$ cat src/rtl/fifo_arb_pkg.sv
// Shared types for the FIFO write-port arbiter.
package fifo_arb_pkg;

    typedef enum logic [1:0] {
        IDLE,
        WRITE,
        CHECK,
        BACKOFF
    } arb_state_e;

    localparam int unsigned DROP_CNT_W = 8;

endpackage

$ cat src/rtl/rr_arbiter.sv
// Combinational round-robin pick: first asserted request at or after ptr, wrapping.
module rr_arbiter #(
    parameter int unsigned N_REQ = 4,
    localparam int unsigned PTR_W = (N_REQ > 1) ? $clog2(N_REQ) : 1
) (
    input  logic [N_REQ-1:0] req,
    input  logic [PTR_W-1:0] ptr,
    output logic [N_REQ-1:0] grant,
    output logic [PTR_W-1:0] winner,
    output logic             any_grant
);

    logic [31:0]      idx;
    logic [PTR_W-1:0] idx_p;

    always_comb begin
        grant     = '0;
        winner    = '0;
        any_grant = 1'b0;
        idx       = '0;
        idx_p     = '0;
        for (int unsigned i = 0; i < N_REQ; i++) begin
            idx   = (32'(ptr) + i) % N_REQ;
            idx_p = PTR_W'(idx);
            if (!any_grant && req[idx_p]) begin
                any_grant    = 1'b1;
                grant[idx_p] = 1'b1;
                winner       = idx_p;
            end
        end
    end

endmodule

$ cat src/rtl/fifo_wr_arbiter.sv
// Round-robin sharing of one FIFO write port; holds each word until acked, replays on overflow.
module fifo_wr_arbiter
    import fifo_arb_pkg::*;
#(
    parameter int unsigned N_REQ      = 4,
    parameter int unsigned FIFO_WIDTH = 16,
    parameter int unsigned MAX_RETRY  = 3,
    localparam int unsigned PTR_W     = (N_REQ > 1) ? $clog2(N_REQ) : 1,
    localparam int unsigned RETRY_W   = (MAX_RETRY > 0) ? $clog2(MAX_RETRY + 1) : 1
) (
    input  logic                        clk,
    input  logic                        rst,
    input  logic [N_REQ-1:0]            req_valid,
    input  logic [N_REQ*FIFO_WIDTH-1:0] req_data,
    output logic [N_REQ-1:0]            req_ready,
    output logic [FIFO_WIDTH-1:0]       fifo_data_in,
    output logic                        fifo_wr_en,
    input  logic                        fifo_full,
    input  logic                        fifo_wr_ack,
    input  logic                        fifo_overflow,
    output logic [PTR_W-1:0]            grant_id,
    output logic                        busy,
    output logic                        err_drop,
    output logic [DROP_CNT_W-1:0]       drop_count
);

    arb_state_e             state;
    logic [PTR_W-1:0]       rr_ptr;
    logic [RETRY_W-1:0]     retry_cnt;
    logic [FIFO_WIDTH-1:0]  hold_data;

    logic [N_REQ-1:0]       arb_grant;
    logic [PTR_W-1:0]       arb_winner;
    logic                   arb_any;
    logic                   grant_window;
    logic                   grant_fire;
    logic                   ovf_like;
    logic [PTR_W-1:0]       next_ptr;
    logic [FIFO_WIDTH-1:0]  win_data;

    rr_arbiter #(
        .N_REQ (N_REQ)
    ) u_rr_arbiter (
        .req       (req_valid),
        .ptr       (rr_ptr),
        .grant     (arb_grant),
        .winner    (arb_winner),
        .any_grant (arb_any)
    );

    assign grant_window = (state == IDLE) || ((state == CHECK) && fifo_wr_ack);
    // Gated with rst so req_ready is low throughout reset, not only after it.
    assign grant_fire   = grant_window && arb_any && !fifo_full && !rst;
    assign req_ready    = grant_fire ? arb_grant : '0;
    // A missing ack with no overflow is a protocol error and is retried like an overflow.
    assign ovf_like     = fifo_overflow || !fifo_wr_ack;
    assign next_ptr     = (arb_winner == PTR_W'(N_REQ - 1)) ? '0 : arb_winner + 1'b1;

    always_comb begin
        win_data = '0;
        for (int unsigned i = 0; i < N_REQ; i++) begin
            if (arb_grant[i]) win_data = req_data[i*FIFO_WIDTH +: FIFO_WIDTH];
        end
    end

    assign fifo_wr_en   = (state == WRITE);
    assign fifo_data_in = hold_data;
    assign busy         = (state != IDLE);

    always_ff @(posedge clk or posedge rst) begin
        if (rst) begin
            state      <= IDLE;
            rr_ptr     <= '0;
            retry_cnt  <= '0;
            hold_data  <= '0;
            grant_id   <= '0;
            err_drop   <= 1'b0;
            drop_count <= '0;
        end else begin
            err_drop <= 1'b0;
            if (grant_fire) begin
                hold_data <= win_data;
                grant_id  <= arb_winner;
                rr_ptr    <= next_ptr;
                retry_cnt <= '0;
                state     <= WRITE;
            end else begin
                case (state)
                    IDLE:    state <= IDLE;
                    WRITE:   state <= CHECK;
                    CHECK: begin
                        if (fifo_wr_ack) begin
                            state <= IDLE;
                        end else if (ovf_like) begin
                            if (retry_cnt < RETRY_W'(MAX_RETRY)) begin
                                retry_cnt <= retry_cnt + 1'b1;
                                state     <= BACKOFF;
                            end else begin
                                err_drop <= 1'b1;
                                if (drop_count != '1) drop_count <= drop_count + 1'b1;
                                state <= IDLE;
                            end
                        end
                    end
                    BACKOFF: if (!fifo_full) state <= WRITE;
                    default: state <= IDLE;
                endcase
            end
        end
    end

endmodule

$ cat config.mk
export PLATFORM = sky130hd
export DESIGN_NAME = fifo_wr_arbiter
export DESIGN_NICKNAME = d
export VERILOG_FILES = /design/src/rtl/fifo_arb_pkg.sv /design/src/rtl/rr_arbiter.sv /design/src/rtl/fifo_wr_arbiter.sv
export SDC_FILE = /design/constraint.sdc
export NUM_CORES = 1
export LEC_CHECK = 0
export ABC_AREA = 1
export CAP_MARGIN = 20
export CORE_UTILIZATION = 39
export DETAILED_ROUTE_END_ITERATION = 6
export GPL_TIMING_DRIVEN = 1
export MAX_ROUTING_LAYER = met4
export PLACE_DENSITY = 0.76
export SETUP_SLACK_MARGIN = 0.5
export SLEW_MARGIN = 20
export SYNTH_ARGS = -nofsm -noshare
export SYNTH_HDL_FRONTEND = slang
export SYNTH_HIERARCHICAL = 1
export SYNTH_SLANG_ARGS = --single-unit
export TNS_END_PERCENT = 5
$ cat constraint.sdc
create_clock -name clk -period 2.7 [get_ports clk]
set_clock_uncertainty 0.15 [all_clocks]
set_input_delay 0.405 -clock clk [delete_from_list [all_inputs] [get_ports clk]]
set_output_delay 0.405 -clock clk [all_outputs]
set_load 0.02 [all_outputs]
-- After elaboration in Yosys (flattened, before gate mapping)
Cells that the tools add are included.
- output and inout port bits: 33
- word-level logic and storage cells: 113
- bits in registers: 33
- input port bits: 73
- multiplexer cells: 50
- add/sub/neg operators: 6
- eq/ne operators: 8
- reduce and logical (&&, ||, !) cells: 27
- bitwise gates (word level): 6
- $lt $le $gt $ge: 9
- operator list (kind ; number):
    $mux W16 ; 4
    $mux W2 ; 15
    $mux W4 ; 5
    $mux W1 ; 17
    $lt A2 B3 Y1 const B ; 4
    $or A4 B4 Y4 ; 3
    $logic_and A1 B1 Y1 ; 11
    $add A8 B1 Y8 const B ; 1
    $bmux W1 S2 ; 4
    $demux W1 S2 ; 4
    $ge A2 B1 Y1 const B ; 4
    $ne A8 B8 Y1 const B ; 1
    $pmux W2 S4 ; 1
    $reduce_bool A2 Y1 ; 4
    $add A2 B1 Y2 const B ; 3
    $eq A2 B2 Y1 const B ; 3
    $logic_not A1 Y1 ; 6
    $reduce_and A6 Y1 ; 1
    $add A2 B2 Y2 const B ; 2
    $ne A4 B4 Y1 const B ; 1
    $reduce_and A4 Y1 ; 1
    $ne A3 B3 Y1 const B ; 1
    $not A1 Y1 ; 3
    $eq A2 B1 Y1 const B ; 1
    other kinds (5) ; 6

-- Depth between registers and ports, before layout
Gate-level depths: netlist (run 1).
- depth in word-level cells: 17
- gate-level depth with buffers: 17
- mapped depth without buffers: 14

-- Cells and area by module
Netlist (run 1), hierarchy kept.
- by module, submodules not included (module ; sequential area each (µm²) ; times used ; area each (µm²) ; cells each):
    fifo_wr_arbiter ; 825.8 ; 1 ; 2217.1 ; 343
    rr_arbiter ; 0.0 ; 1 ; 440.4 ; 74

-- Least setup slack after synthesis (run 1)
Ideal clock, no wire load.
- path type: register -> output
- start point: register rr_ptr[0]
- end point: output req_ready[3]
- buffers on the path: 2
- slack: -0.249 ns
- arrival: 2.394 ns
- stages on the path, launching flop included: 13
- required time: 2.145 ns
- cells stage by stage: dfrtp_1 -> inv_2 -> ha_1 -> inv_1 -> nand3_1 -> nand2_1 -> nor2_1 -> a21oi_1 -> nand3_1 -> buf_2 -> buf_1 -> inv_1 -> nor2_1
- elaborated cells on any way between the ends: 52
- classes of those cells: 3 x add/sub; 8 x order compare; 25 x mux; 3 x bitwise; 13 x reduce/logical
- RTL lines (element ; line ; source):
    from (decl) ; fifo_wr_arbiter.sv:28 ; logic [PTR_W-1:0] rr_ptr;
    from (signal assigned) ; fifo_wr_arbiter.sv:84 ; rr_ptr <= next_ptr;
    branches (longest 11 deep; another with $lt A2 B3 Y1) ; -- ;
    $mux W4 * ; rr_arbiter.sv:25 ; if (!any_grant && req[idx_p]) begin
    net arb_grant[3] ; fifo_wr_arbiter.sv:32 ; logic [N_REQ-1:0] arb_grant;
    $mux W4 * ; fifo_wr_arbiter.sv:54 ; assign req_ready = grant_fire ? arb_grant : '0;
    to (decl) ; fifo_wr_arbiter.sv:15 ; output logic [N_REQ-1:0] req_ready,
Mark *: on every way through the listed nets, which the timed path passes. The select of a mux whose other input is x is not followed.

-- Worst setup path in the final report (run 1)
- start point: input req_valid[2]
- end point: output req_ready[1]
- cells in the longest elaborated chain, start to end: 16
- elaborated cells on any way between the ends: 29
- classes of those cells: 17 x mux; 3 x bitwise; 9 x reduce/logical
- ends and longest elaborated chain (element ; line ; source):
    from (decl) ; fifo_wr_arbiter.sv:13 ; input logic [N_REQ-1:0] req_valid,
    $bmux W1 S2 ; rr_arbiter.sv:25 ;
    $mux W1 (implied by the code) ; rr_arbiter.sv:25 ;
    $mux W1 ; rr_arbiter.sv:25 ;
    $logic_not A1 Y1 ; rr_arbiter.sv:25 ;
    $logic_and A1 B1 Y1 ; rr_arbiter.sv:25 ;
    $mux W1 ; rr_arbiter.sv:25 ;
    $logic_not A1 Y1 ; rr_arbiter.sv:25 ;
    $logic_and A1 B1 Y1 ; rr_arbiter.sv:25 ;
    $mux W1 ; rr_arbiter.sv:25 ;
    $logic_not A1 Y1 ; rr_arbiter.sv:25 ;
    $logic_and A1 B1 Y1 ; rr_arbiter.sv:25 ;
    $mux W1 * ; rr_arbiter.sv:25 ;
    net arb_any ; fifo_wr_arbiter.sv:34 ; logic arb_any;
    $logic_and A1 B1 Y1 * (3 in a row) ; fifo_wr_arbiter.sv:53 ; assign grant_fire = grant_window && arb_any && !fifo_full && !rst;
    $mux W4 * ; fifo_wr_arbiter.sv:54 ;
The timed path passes the listed nets; every way through them passes the cells marked *. The select of a mux whose other input is x is not followed.

==> results of run 1 <==
## path summary, 6_finish.rpt
check	startpoint	to	cells after the start
setup reg to reg	rr_ptr[0]	fifo_data_in[1]	15
setup / recovery	req_valid[2]	req_ready[1]	13
hold reg to reg	fifo_data_in[13]	fifo_data_in[13]	2
hold / removal	fifo_data_in[13]	fifo_data_in[13]	2
min in group asynchronous	rst	err_drop	3
max in group asynchronous	rst	rr_ptr[1]	3
## critical path: stages
cell and delay (ps):
clkdlybuf4s50_1 480, nand2_1 80, nand2_2 90, nand2_1 70
nand2_2 90, nor2_4 40, nand4_1 90, inv_1 70
nor2_2 80, nand3_2 140, buf_12 170, nor2_4 80
buf_6 120
## report_power, final
part           switching, W  internal (W)  total [W]
Sequential         0.000120      0.000665   0.000785
Combinational       0.00191       0.00130    0.00321
Clock              0.000184      0.000301   0.000485
Total               0.00221       0.00227    0.00448
## cell families (layout without fill, tap and decap cells)
logic type,after synthesis,count (layout),share of synthesized area
AO/OA/AOI/OAI,16,16,0.0363
XOR/XNOR,3,3,0.00989
adder cells (fa/ha/maj),8,8,0.0377
buffers and inverters,48,169,0.0899
flip-flops,33,33,0.311
AND/OR/NAND/NOR,309,309,0.516
## synth_stat cells, types with 5 or more instances
library cell / instances
nand2_1: 147
nor2_1: 81
nand3_1: 38
dfrtp_1: 33
inv_1: 28
nand4_1: 23
buf_2: 11
nand2_2: 9
a21oi_1: 8
ha_1: 8
buf_6: 6
a21boi_0: 5
## stage by stage
stage          cells  hold WS, ps  worst slack, ps  instance area (um^2)  total power [W]
2_1_floorplan    417          371              192                  2710          0.00294
6_report         615          349              151                  4070          0.00448
3_3_place_gp     603          316             -379                  3910          0.00384
4_1_cts          613          350              136                  4050          0.00442
5_1_grt          615          372            -7.35                  4070          0.00489
3_5_place_dp     603          332             -387                  3910          0.00389
## routing by layer
layer / vias to the layer above / wire [um] / part of all wire / GRT usage
met1: 1359 / 3510 / 0.46 / 0.287
met3: 4 / 372 / 0.049 / 0.0374
met4: 0 / 56 / 0.0073 / 0.0524
met2: 92 / 3710 / 0.49 / 0.370
met5: - / 0 / 0 / -
li1: 1560 / - / - / -
## state kept, by name, indices dropped and copies added (netlist names)
name / cells
fifo_data_in: 16
drop_count: 8
grant_id: 2
retry_cnt: 2
rr_ptr: 2
state: 2
err_drop: 1
## cells in the final DEF (no fill, tap or decap)
cell type        count
dfrtp_1             31
buf_6                5
o21ai_0              2
nor3_4               1
inv_2                1
a21oi_2              1
inv_1               26
clkbuf_8             6
nand2_4              1
nand4_1             23
buf_4               26
nand2_1            145
dfrtp_2              2
nor2_2               1
a21boi_0             5
nand2_2             11
inv_4                2
nand3_1             38
ha_1                 7
nor2_4               9
nand3b_1             1
clkbuf_1             1
xor2_1               3
a21oi_1              8
bufinv_16            1
nand3_4              1
clkdlybuf4s50_1     97
ha_4                 1
dlygate4sd2_1        3
nand3_2              2
nor2_1              75
buf_12               1
or2_2                1
## final cells by class
type | count | area [um^2] | area share
Clock buffer | 7 | 86.3 | 0.0212
Clock inverter | 1 | 30.0 | 0.00737
Inverter | 29 | 114 | 0.0279
Multi-Input combinational cell | 336 | 1650 | 0.405
Sequential cell | 33 | 828 | 0.203
Tap cell | 77 | 96.3 | 0.0236
Timing Repair Buffer | 132 | 1270 | 0.311
## timing repair
item | in CTS | in global routing
gates cloned | 0 | 0
endpoints found under the setup margin | 20 | 28
gates resized for setup | 30 | 3
setup buffers | 2 | 2
pin swaps | 8 | 5
==> run metrics, run 1 <==
outcome finished, violations left; failing checks design-rule violations; CTS tree yes; # DRC 11; Syn Inst Count 417; die area 7150 um^2; Syn Nets 498; Core Box Area 6460 um^2; slew margin rel. 0.697; Slew @ Worst Pin 453 ps; vias in the first global route 2793; row count 29; Clock Tree Root clkbuf_8; setup TNS 0 ps; first-pass GRT wire length 12600 um; htree depth 2; Area Overhead vs Synth 53.3%; leading area contributor after synthesis dfrtp_1; Post-synth EDFFs 0; Die Ht 84.6 um; crit path max fanout 5; CTS Buffer Depth 2; final wirelength 7650 um; clk sink count 33; Vias/cell 4.90; Synth area leaders dfrtp_1 (31%), nand2_1 (21%), nor2_1 (11%); clock-pin transition on the worst setup and hold timing paths 70 ps; Seq/Total Area, Yosys 0.311; top-area cell type share of the netlist area 0.311; layout cell share with drive strength beyond 1 0.136; Crit Path Class in -> out; FMAX 392 MHz; # IOs 106; Synth Flop Type dfrtp_1; Peak supply drop 558 uV; post-synthesis register bit count 33; total grt overflow 0; Critical Path End Type output pin; count of cell types in the netlist 24; Final Util 0.631; Setup-failing EPs final 0; pwr dens 1100 nW/um^2; GPL Wtd Cong 0.930; Final ANT Viol Nets 0; static leakage power 1.99 nW; DR WL/cell 12.4 um; setup slack, reg-to-reg 250 ps; Worst Hold Class reg -> reg; number of max-cap violations 0; hold_buf cts 0; ys async rst share 1.00; Mapped Avg Cell Area 6.37 um^2; final hold vios 0; GRT Total Usage 0.224; Starting Density 0.411; CP startpoint kind primary input; CP required 2140 ps; Die X 84.6 um; Tcrit/Tclk final 0.944; Clk Latency, worst-skew pair 280 ps; Ant. Diodes 0; Synth Warn # 6; post-layout min period 2550 ps; post-detail-place hpwl 5850 um; antenna violations before repair 0; largest net degree at the start of global routing 34; TritonRoute pass-1 iters 7; cts bufs inserted 5; Syn Std Cell Area 2660 um^2; Port Buffers 104; DRT iter0 DRCs 200; vias post-DR 3015; Final nets 618; fill count 617; RSZ-0062 raised after global routing true; crit path DAT 1990 ps; Slew Viols, Final 0
Power figures use the tool's default switching activity.
==> run 2: changes to the inputs <==
--- a/config.mk
+++ b/config.mk
@@ -13,7 +13,6 @@
 export MAX_ROUTING_LAYER = met4
 export PLACE_DENSITY = 0.76
 export SETUP_SLACK_MARGIN = 0.5
-export SLEW_MARGIN = 20
 export SYNTH_ARGS = -nofsm -noshare
 export SYNTH_HDL_FRONTEND = slang
 export SYNTH_HIERARCHICAL = 1
==> results of run 2 <==
Final layout, timing and power as in run 1 (identical DEF).
